--- src/rtl/reg_file_sb_if.sv ---
// reg_file_sb_if: bus bundle for the reg_file_sb register file.
//   master : decode side, drives read addresses, write, mark and flush strobes
//   slave  : register file, returns read data, per-port busy and busy_vec
// Parameters must match those of the reg_file_sb instance it connects to.
interface reg_file_sb_if #(
  parameter int DATA_W = 16,
  parameter int ADDR_W = 4
);
  localparam int NREGS = 2 ** ADDR_W;

  logic [ADDR_W-1:0] rd_addr1;
  logic [ADDR_W-1:0] rd_addr2;
  logic [DATA_W-1:0] rd_data1;
  logic [DATA_W-1:0] rd_data2;
  logic              rd_busy1;
  logic              rd_busy2;
  logic              wr_en;
  logic [ADDR_W-1:0] wr_addr;
  logic [DATA_W-1:0] wr_data;
  logic              mark_en;
  logic [ADDR_W-1:0] mark_addr;
  logic              flush;
  logic [NREGS-1:0]  busy_vec;

  modport master (
    output rd_addr1, rd_addr2,
    output wr_en, wr_addr, wr_data,
    output mark_en, mark_addr, flush,
    input  rd_data1, rd_data2, rd_busy1, rd_busy2, busy_vec
  );

  modport slave (
    input  rd_addr1, rd_addr2,
    input  wr_en, wr_addr, wr_data,
    input  mark_en, mark_addr, flush,
    output rd_data1, rd_data2, rd_busy1, rd_busy2, busy_vec
  );
endinterface

--- src/rtl/reg_file_sb.sv ---
// reg_file_sb: two-read / one-write register file with optional write-through
// bypass, optional hardwired zero register and a per-register pending-write
// (busy) scoreboard used by decode for hazard detection.
// Ports:
//   clk    : clock, all state updates on posedge
//   rst_n  : asynchronous active-low reset, clears data and busy bits
//   bus    : reg_file_sb_if.slave
//            rd_addr1/2 -> rd_data1/2, rd_busy1/2 (combinational)
//            wr_en/wr_addr/wr_data : write, clears busy of the target
//            mark_en/mark_addr     : set busy of the target (next cycle)
//            flush                 : clear every busy bit
//            busy_vec              : registered busy bits of all registers
module reg_file_sb #(
  parameter int DATA_W   = 16,
  parameter int ADDR_W   = 4,
  parameter bit ZERO_REG = 1'b1,
  parameter bit BYPASS   = 1'b1
) (
  input  logic          clk,
  input  logic          rst_n,
  reg_file_sb_if.slave  bus
);
  localparam int NREGS = 2 ** ADDR_W;

  logic [DATA_W-1:0] regs_q [NREGS];
  logic [DATA_W-1:0] regs_d [NREGS];
  logic [NREGS-1:0]  busy_q;
  logic [NREGS-1:0]  busy_d;

  logic              wr_ok;
  logic              mark_ok;
  logic              fwd_en;
  logic [DATA_W-1:0] rd_data1;
  logic [DATA_W-1:0] rd_data2;
  logic              rd_busy1;
  logic              rd_busy2;

  // Writes and marks aimed at the hardwired zero register are dropped.
  assign wr_ok   = bus.wr_en   && !(ZERO_REG && (bus.wr_addr   == '0));
  assign mark_ok = bus.mark_en && !(ZERO_REG && (bus.mark_addr == '0));

  // Forwarding is suppressed during reset so reads return 0 for every
  // address while rst_n is low, even with a write strobe present.
  assign fwd_en = BYPASS && wr_ok && rst_n;

  always_comb begin
    regs_d = regs_q;
    if (wr_ok) begin
      regs_d[bus.wr_addr] = bus.wr_data;
    end
  end

  // Priority: flush over mark over write-clear. A mark and a write to the
  // same index leave busy set, since the mark names a newer producer.
  always_comb begin
    busy_d = busy_q;
    if (wr_ok) begin
      busy_d[bus.wr_addr] = 1'b0;
    end
    if (bus.flush) begin
      busy_d = '0;
    end else if (mark_ok) begin
      busy_d[bus.mark_addr] = 1'b1;
    end
  end

  always_ff @(posedge clk or negedge rst_n) begin
    if (!rst_n) begin
      regs_q <= '{default: '0};
      busy_q <= '0;
    end else begin
      regs_q <= regs_d;
      busy_q <= busy_d;
    end
  end

  always_comb begin
    rd_data1 = regs_q[bus.rd_addr1];
    rd_busy1 = busy_q[bus.rd_addr1];
    if (ZERO_REG && (bus.rd_addr1 == '0)) begin
      rd_data1 = '0;
      rd_busy1 = 1'b0;
    end else if (fwd_en && (bus.wr_addr == bus.rd_addr1)) begin
      // The forwarded value is the one the pending producer was waiting on,
      // so the reader no longer has to stall.
      rd_data1 = bus.wr_data;
      rd_busy1 = 1'b0;
    end
  end

  always_comb begin
    rd_data2 = regs_q[bus.rd_addr2];
    rd_busy2 = busy_q[bus.rd_addr2];
    if (ZERO_REG && (bus.rd_addr2 == '0)) begin
      rd_data2 = '0;
      rd_busy2 = 1'b0;
    end else if (fwd_en && (bus.wr_addr == bus.rd_addr2)) begin
      rd_data2 = bus.wr_data;
      rd_busy2 = 1'b0;
    end
  end

  assign bus.rd_data1 = rd_data1;
  assign bus.rd_data2 = rd_data2;
  assign bus.rd_busy1 = rd_busy1;
  assign bus.rd_busy2 = rd_busy2;
  assign bus.busy_vec = busy_q;

endmodule

--- src/flat_wrapper.sv ---
// flat-port wrapper written by rule: the top's interface ports become plain ports
module reg_file_sb_flat 
#(
  parameter int DATA_W   = 16,
  parameter int ADDR_W   = 4,
  parameter bit ZERO_REG = 1'b1,
  parameter bit BYPASS   = 1'b1
)
  (clk, rst_n, bus_rd_addr1, bus_rd_addr2, bus_wr_en, bus_wr_addr, bus_wr_data, bus_mark_en, bus_mark_addr, bus_flush, bus_rd_data1, bus_rd_data2, bus_rd_busy1, bus_rd_busy2, bus_busy_vec);
  reg_file_sb_if #(.DATA_W(DATA_W), .ADDR_W(ADDR_W)) bus_i ();
  input  logic clk;
  input  logic rst_n;
  input wire logic [$bits(bus_i.rd_addr1)-1:0] bus_rd_addr1;
  input wire logic [$bits(bus_i.rd_addr2)-1:0] bus_rd_addr2;
  input wire logic [$bits(bus_i.wr_en)-1:0] bus_wr_en;
  input wire logic [$bits(bus_i.wr_addr)-1:0] bus_wr_addr;
  input wire logic [$bits(bus_i.wr_data)-1:0] bus_wr_data;
  input wire logic [$bits(bus_i.mark_en)-1:0] bus_mark_en;
  input wire logic [$bits(bus_i.mark_addr)-1:0] bus_mark_addr;
  input wire logic [$bits(bus_i.flush)-1:0] bus_flush;
  output wire logic [$bits(bus_i.rd_data1)-1:0] bus_rd_data1;
  output wire logic [$bits(bus_i.rd_data2)-1:0] bus_rd_data2;
  output wire logic [$bits(bus_i.rd_busy1)-1:0] bus_rd_busy1;
  output wire logic [$bits(bus_i.rd_busy2)-1:0] bus_rd_busy2;
  output wire logic [$bits(bus_i.busy_vec)-1:0] bus_busy_vec;
  assign bus_i.rd_addr1 = bus_rd_addr1;
  assign bus_i.rd_addr2 = bus_rd_addr2;
  assign bus_i.wr_en = bus_wr_en;
  assign bus_i.wr_addr = bus_wr_addr;
  assign bus_i.wr_data = bus_wr_data;
  assign bus_i.mark_en = bus_mark_en;
  assign bus_i.mark_addr = bus_mark_addr;
  assign bus_i.flush = bus_flush;
  assign bus_rd_data1 = bus_i.rd_data1;
  assign bus_rd_data2 = bus_i.rd_data2;
  assign bus_rd_busy1 = bus_i.rd_busy1;
  assign bus_rd_busy2 = bus_i.rd_busy2;
  assign bus_busy_vec = bus_i.busy_vec;
  reg_file_sb #(.DATA_W(DATA_W), .ADDR_W(ADDR_W), .ZERO_REG(ZERO_REG), .BYPASS(BYPASS)) u_core (.clk(clk), .rst_n(rst_n), .bus(bus_i));
endmodule
--- config.mk ---
export PLATFORM = sky130hd
export DESIGN_NAME = reg_file_sb_flat
export DESIGN_NICKNAME = d
export VERILOG_FILES = /design/src/rtl/reg_file_sb_if.sv /design/src/rtl/reg_file_sb.sv /design/src/flat_wrapper.sv
export SDC_FILE = /design/constraint.sdc
export NUM_CORES = 1
export LEC_CHECK = 0
export BUFFER_PORTS_ARGS = -buffer_cell sky130_fd_sc_hd__buf_2
export CAP_MARGIN = 15
export CORE_MARGIN = 8
export CORE_UTILIZATION = 55
export DETAILED_ROUTE_END_ITERATION = 8
export HOLD_SLACK_MARGIN = 0.05
export PLACE_DENSITY = 0.83
export SLEW_MARGIN = 30
export SYNTH_ARGS = -nofsm -noshare
export SYNTH_HDL_FRONTEND = slang
export SYNTH_SLANG_ARGS = --single-unit
--- constraint.sdc ---
create_clock -name clk -period 1.55 [get_ports clk]
set_clock_uncertainty 0.2 [all_clocks]
set_input_delay 0.0775 -clock clk [delete_from_list [all_inputs] [get_ports clk]]
set_output_delay 0.0775 -clock clk [all_outputs]
set_load 0.1 [all_outputs]
Word-level counts from Yosys, hierarchy flattened
Cells that the tools add are included.
Storage, ports and cells
  register bits: 272
  bits of input ports: 37
  output and inout port bits: 50
  logic and storage cells: 77
Operators by class
  order comparisons: 10
  equality and inequality tests: 2
  mux-type cells: 28
  bitwise gates (word level): 6
  reductions and logical operators: 14
Operators with widths (count)
  256-bit bitwise mux: 1
  16-bit 2-to-1 mux: 12
  16-bit binary-select mux with 4-bit select: 2
  16-bit demux with 4-bit select: 1
  4-bit by 5-bit < comparator with 1-bit output, second input constant: 4
  16-bit bitwise AND: 1
  4-bit logical NOT: 4
  16-bit NOT: 1
  16-bit OR: 1
  5-bit >= comparator, second input constant: 3
  4-bit NOT with 5-bit output: 3
  1-bit binary-select mux with 4-bit select: 2
  1-bit demux with 4-bit select: 2
  4-bit equality test: 2
  4-bit by 1-bit >= comparator with 1-bit output, second input constant: 2
  1-bit logical AND: 8
  1-bit 2-to-1 mux: 8
  5-bit by 1-bit < comparator with 1-bit output, second input constant: 1
  1-bit logical NOT: 2

Depth between registers and ports, before layout
  word-level depth: 10
  depth in mapped cells: 8
  gate-level depth less buffers: 4

Worst setup path after synthesis
Ideal clock, no wire load.
  path type: register -> output
  start: register u_core.busy_q[6], in the netlist u_core.bus.busy_vec[6]
  end: output port bus_rd_busy2
  data arrival time: 2.890 ns
  required time: 1.272 ns
  setup slack: -1.618 ns
  cell stages (with the launch flop): 4
  buffers on the path: 0
  cells stage by stage: dfrtp_1 mux4_2 mux4_2 nor2b_1
Between the ends
  word-level cells in the longest chain between the ends: 4
RTL lines
  start: declaration: line reg_file_sb.sv:27  | logic [NREGS-1:0] busy_q;
  start signal: assignment: line reg_file_sb.sv:73  | busy_q <= busy_d;
  1-bit binary-select mux with 4-bit select: line reg_file_sb.sv:93  | rd_busy2 = busy_q[bus.rd_addr2];
  1-bit 2-to-1 mux (implied by the code): line reg_file_sb.sv:93
  1-bit 2-to-1 mux: line reg_file_sb.sv:97  | end else if (fwd_en && (bus.wr_addr == bus.rd_addr2)) begin
  1-bit 2-to-1 mux: line reg_file_sb.sv:94  | if (ZERO_REG && (bus.rd_addr2 == '0)) begin
  end: declaration: line flat_wrapper.sv:24  | output wire logic [$bits(bus_i.rd_busy2)-1:0] bus_rd_busy2;
Every way passes these cells. The select of a mux whose other input is x is not followed.

Worst setup path in the final report
  start: register u_core.busy_q[11], in the netlist u_core.bus.busy_vec[11]
  end: output port bus_rd_busy2
The elaborated chain is that of the path after synthesis.

==> metrics.txt <==
Post-Syn Area per Cell 14.8 sq um; most common cell after layout, fill and taps aside dfrtp_1; routed vias/inst 7.39; Final period util 170%; Fmax achieved 0.380 GHz; Max Cap Viol 0; clock sinks 272; Slew headroom 36.4%; RSZ-0062 raised after global routing true; status finished, violations left; DR DRC count 0; Ports 87; Routed Antenna Nets 0; GP Congestion 0.868; antenna violations before repair 0; failing checks setup timing; port bufs 86; Crit Path Max Fanout 4; Min Hold Slack 69.5 ps; hpwl dp 27.9 mm; CP endpoint kind primary output; CTS Buf Count 28; synthesis warning total 0; CTS tree yes; Worst-path clk slew 60 ps; library cells used by synthesis 33; max-slew violation count 0; Setup Crit Path Kind flip-flop to primary output; syn_nets 1039; Worst EP arrival 2350 ps; clock latency reported for the late side of the worst-skew pair 550 ps; Root Buffer Master clkbuf_16; Mapped Area 14900 sq um; pin count of the biggest net entering global routing 107; synthesized flop and latch total 272; Hold Crit Class primary input to flip-flop; Power, Total 25800 uW; routed len/inst 33.5 microns; Critical Path Start Type flip-flop; layout cell share with drive strength beyond 1 66.8%; Tmin final 2630 ps; largest cells by area after synthesis dfrtp_1 46%, mux4_2 21%, mux2_2 16%, a22oi_1 3.4%, mux2_4 2.7%; first-iteration detailed-routing DRC count 1625; first-pass GRT wire length 75.6 mm; die width 180 microns; Final WS setup -1080 ps; Die Area 32500 sq um; # rows 60; Final #Nets 1222; Initial Utilization 55.6%; commonest non-fill, non-tap cells in the layout 257 x dfrtp_1, 212 x mux2_2, 136 x mux4_2, 99 x buf_4, 81 x buf_12; pre-CTS WS -723 ps; Power Density 1320 nW/um^2; Post-Layout Cell Count 1548; H-tree levels 1; DR pass1 iterations 6; Max VDD drop 0.000893 V; Main synth FF type dfrtp_1; Hold Path Cell Cnt 5; final WL 51.9 mm; Synth area leader dfrtp_1; fraction of registers with async set/reset 100%; CTS Buffer Depth 3; All-Layer GR Usage 30.3%; Setup-failing EPs final 41; core area 26700 sq um; DP Cell Count 1434; leak pwr 0.00833 uW; GR Overflow Total 0; Worst EP required 1270 ps; vias 11438; ANT cells 0; Final Hold Violating Endpoints 0; FF-to-FF path depth 4; Syn Inst Count 1002; synth-to-layout area growth 31.4%; EDFF count, synth 0; final core occ 73.1%; post-synth top area share 45.8%; sequential area share after synthesis 45.8%; Die Height 180 microns; Slew @ Worst Pin 950 ps; vias in the first global route 12054
==> cells by family after synthesis <==
group                     count (synthesis)  synth area share, %
DFF                                     272                 45.8
buffers and inverters                   112                 3.91
muxes                                   380                 39.8
xor gates and xnor gates                  8                0.472
and+or+nand+nor                         108                 3.94
AOI/OAI and AO/OA                       122                 6.09
==> final timing paths <==
kind	from	to	slack, ps
max	u_core.bus.busy_vec[11]$_DFF_PN0_	bus_rd_busy2	-1080
min in group asynchronous	rst_n	u_core.regs_q[161]$_DFFE_PN0P_	110
max in group asynchronous	rst_n	u_core.bus.busy_vec[14]$_DFF_PN0_	400
min reg2reg	u_core.regs_q[243]$_DFFE_PN0P_	u_core.regs_q[243]$_DFFE_PN0P_	200
max reg2reg	u_core.bus.busy_vec[12]$_DFF_PN0_	u_core.bus.busy_vec[12]$_DFF_PN0_	260
min	bus_wr_en	u_core.bus.busy_vec[11]$_DFF_PN0_	70
==> Yosys cell counts (12+ instances only) <==
library cell / number
clkbuf_1: 46
nor2b_1: 14
buf_2: 38
a22o_1: 32
nor2_1: 12
mux2_2: 212
buf_6: 12
nand2_1: 44
dfrtp_1: 272
a21oi_1: 12
a22oi_1: 68
mux2_4: 27
mux4_2: 136
==> sequential cells by signal, indices dropped and copies added, names as in the netlist <==
register	flops
u_core.bus.busy_vec	16
u_core.regs_q	256
==> power by group <==
part / internal (uW) / switching [uW] / leakage (uW)
logic: 4400 / 4220 / 0.00448
registers: 8580 / 1380 / 0.00336
clock network: 4250 / 2980 / 0.000490
==> metal layers <==
layer | vias to the layer above | track usage (%) | share of wire (%)
met5 | - | 0 | 0
met4 | 0 | 20.6 | 7.5
met3 | 299 | 6.79 | 11
met2 | 997 | 48.7 | 48
met1 | 5891 | 36.3 | 34
li1 | 4251 | - | -
==> per-stage QoR <==
step                      TNS, ps  cell area (sq um)
after global routing       -33180              19500
after global placement     -54860              17300
after CTS                  -30530              19300
after detailed placement   -60320              17400
after floorplan            -13780              15400
final                      -32100              19500
==> critical path: stages (launching register included) <==
cell and delay (ps):
dfrtp_4 490, mux4_2 490, mux4_2 490, nor2b_4 160
buf_12 160
==> timing repair <==
item	CTS	global route
buffers inserted	25	13
gates resized for setup	130	25
hold buffers	28	0
pin swaps	83	21
endpoints found under the hold margin	528	0
setup endpoints to repair	50	53
==> area by class of cell <==
class / instances / area, sq um
Clock inverter: 13 / 146
Clock buffer: 39 / 833
Multi-Input combinational cell: 618 / 8190
Fill cell: 1379 / 7200
Sequential cell: 272 / 6840
Timing Repair Buffer: 265 / 3090
Tap cell: 341 / 427
Power figures use the tool's default switching activity.
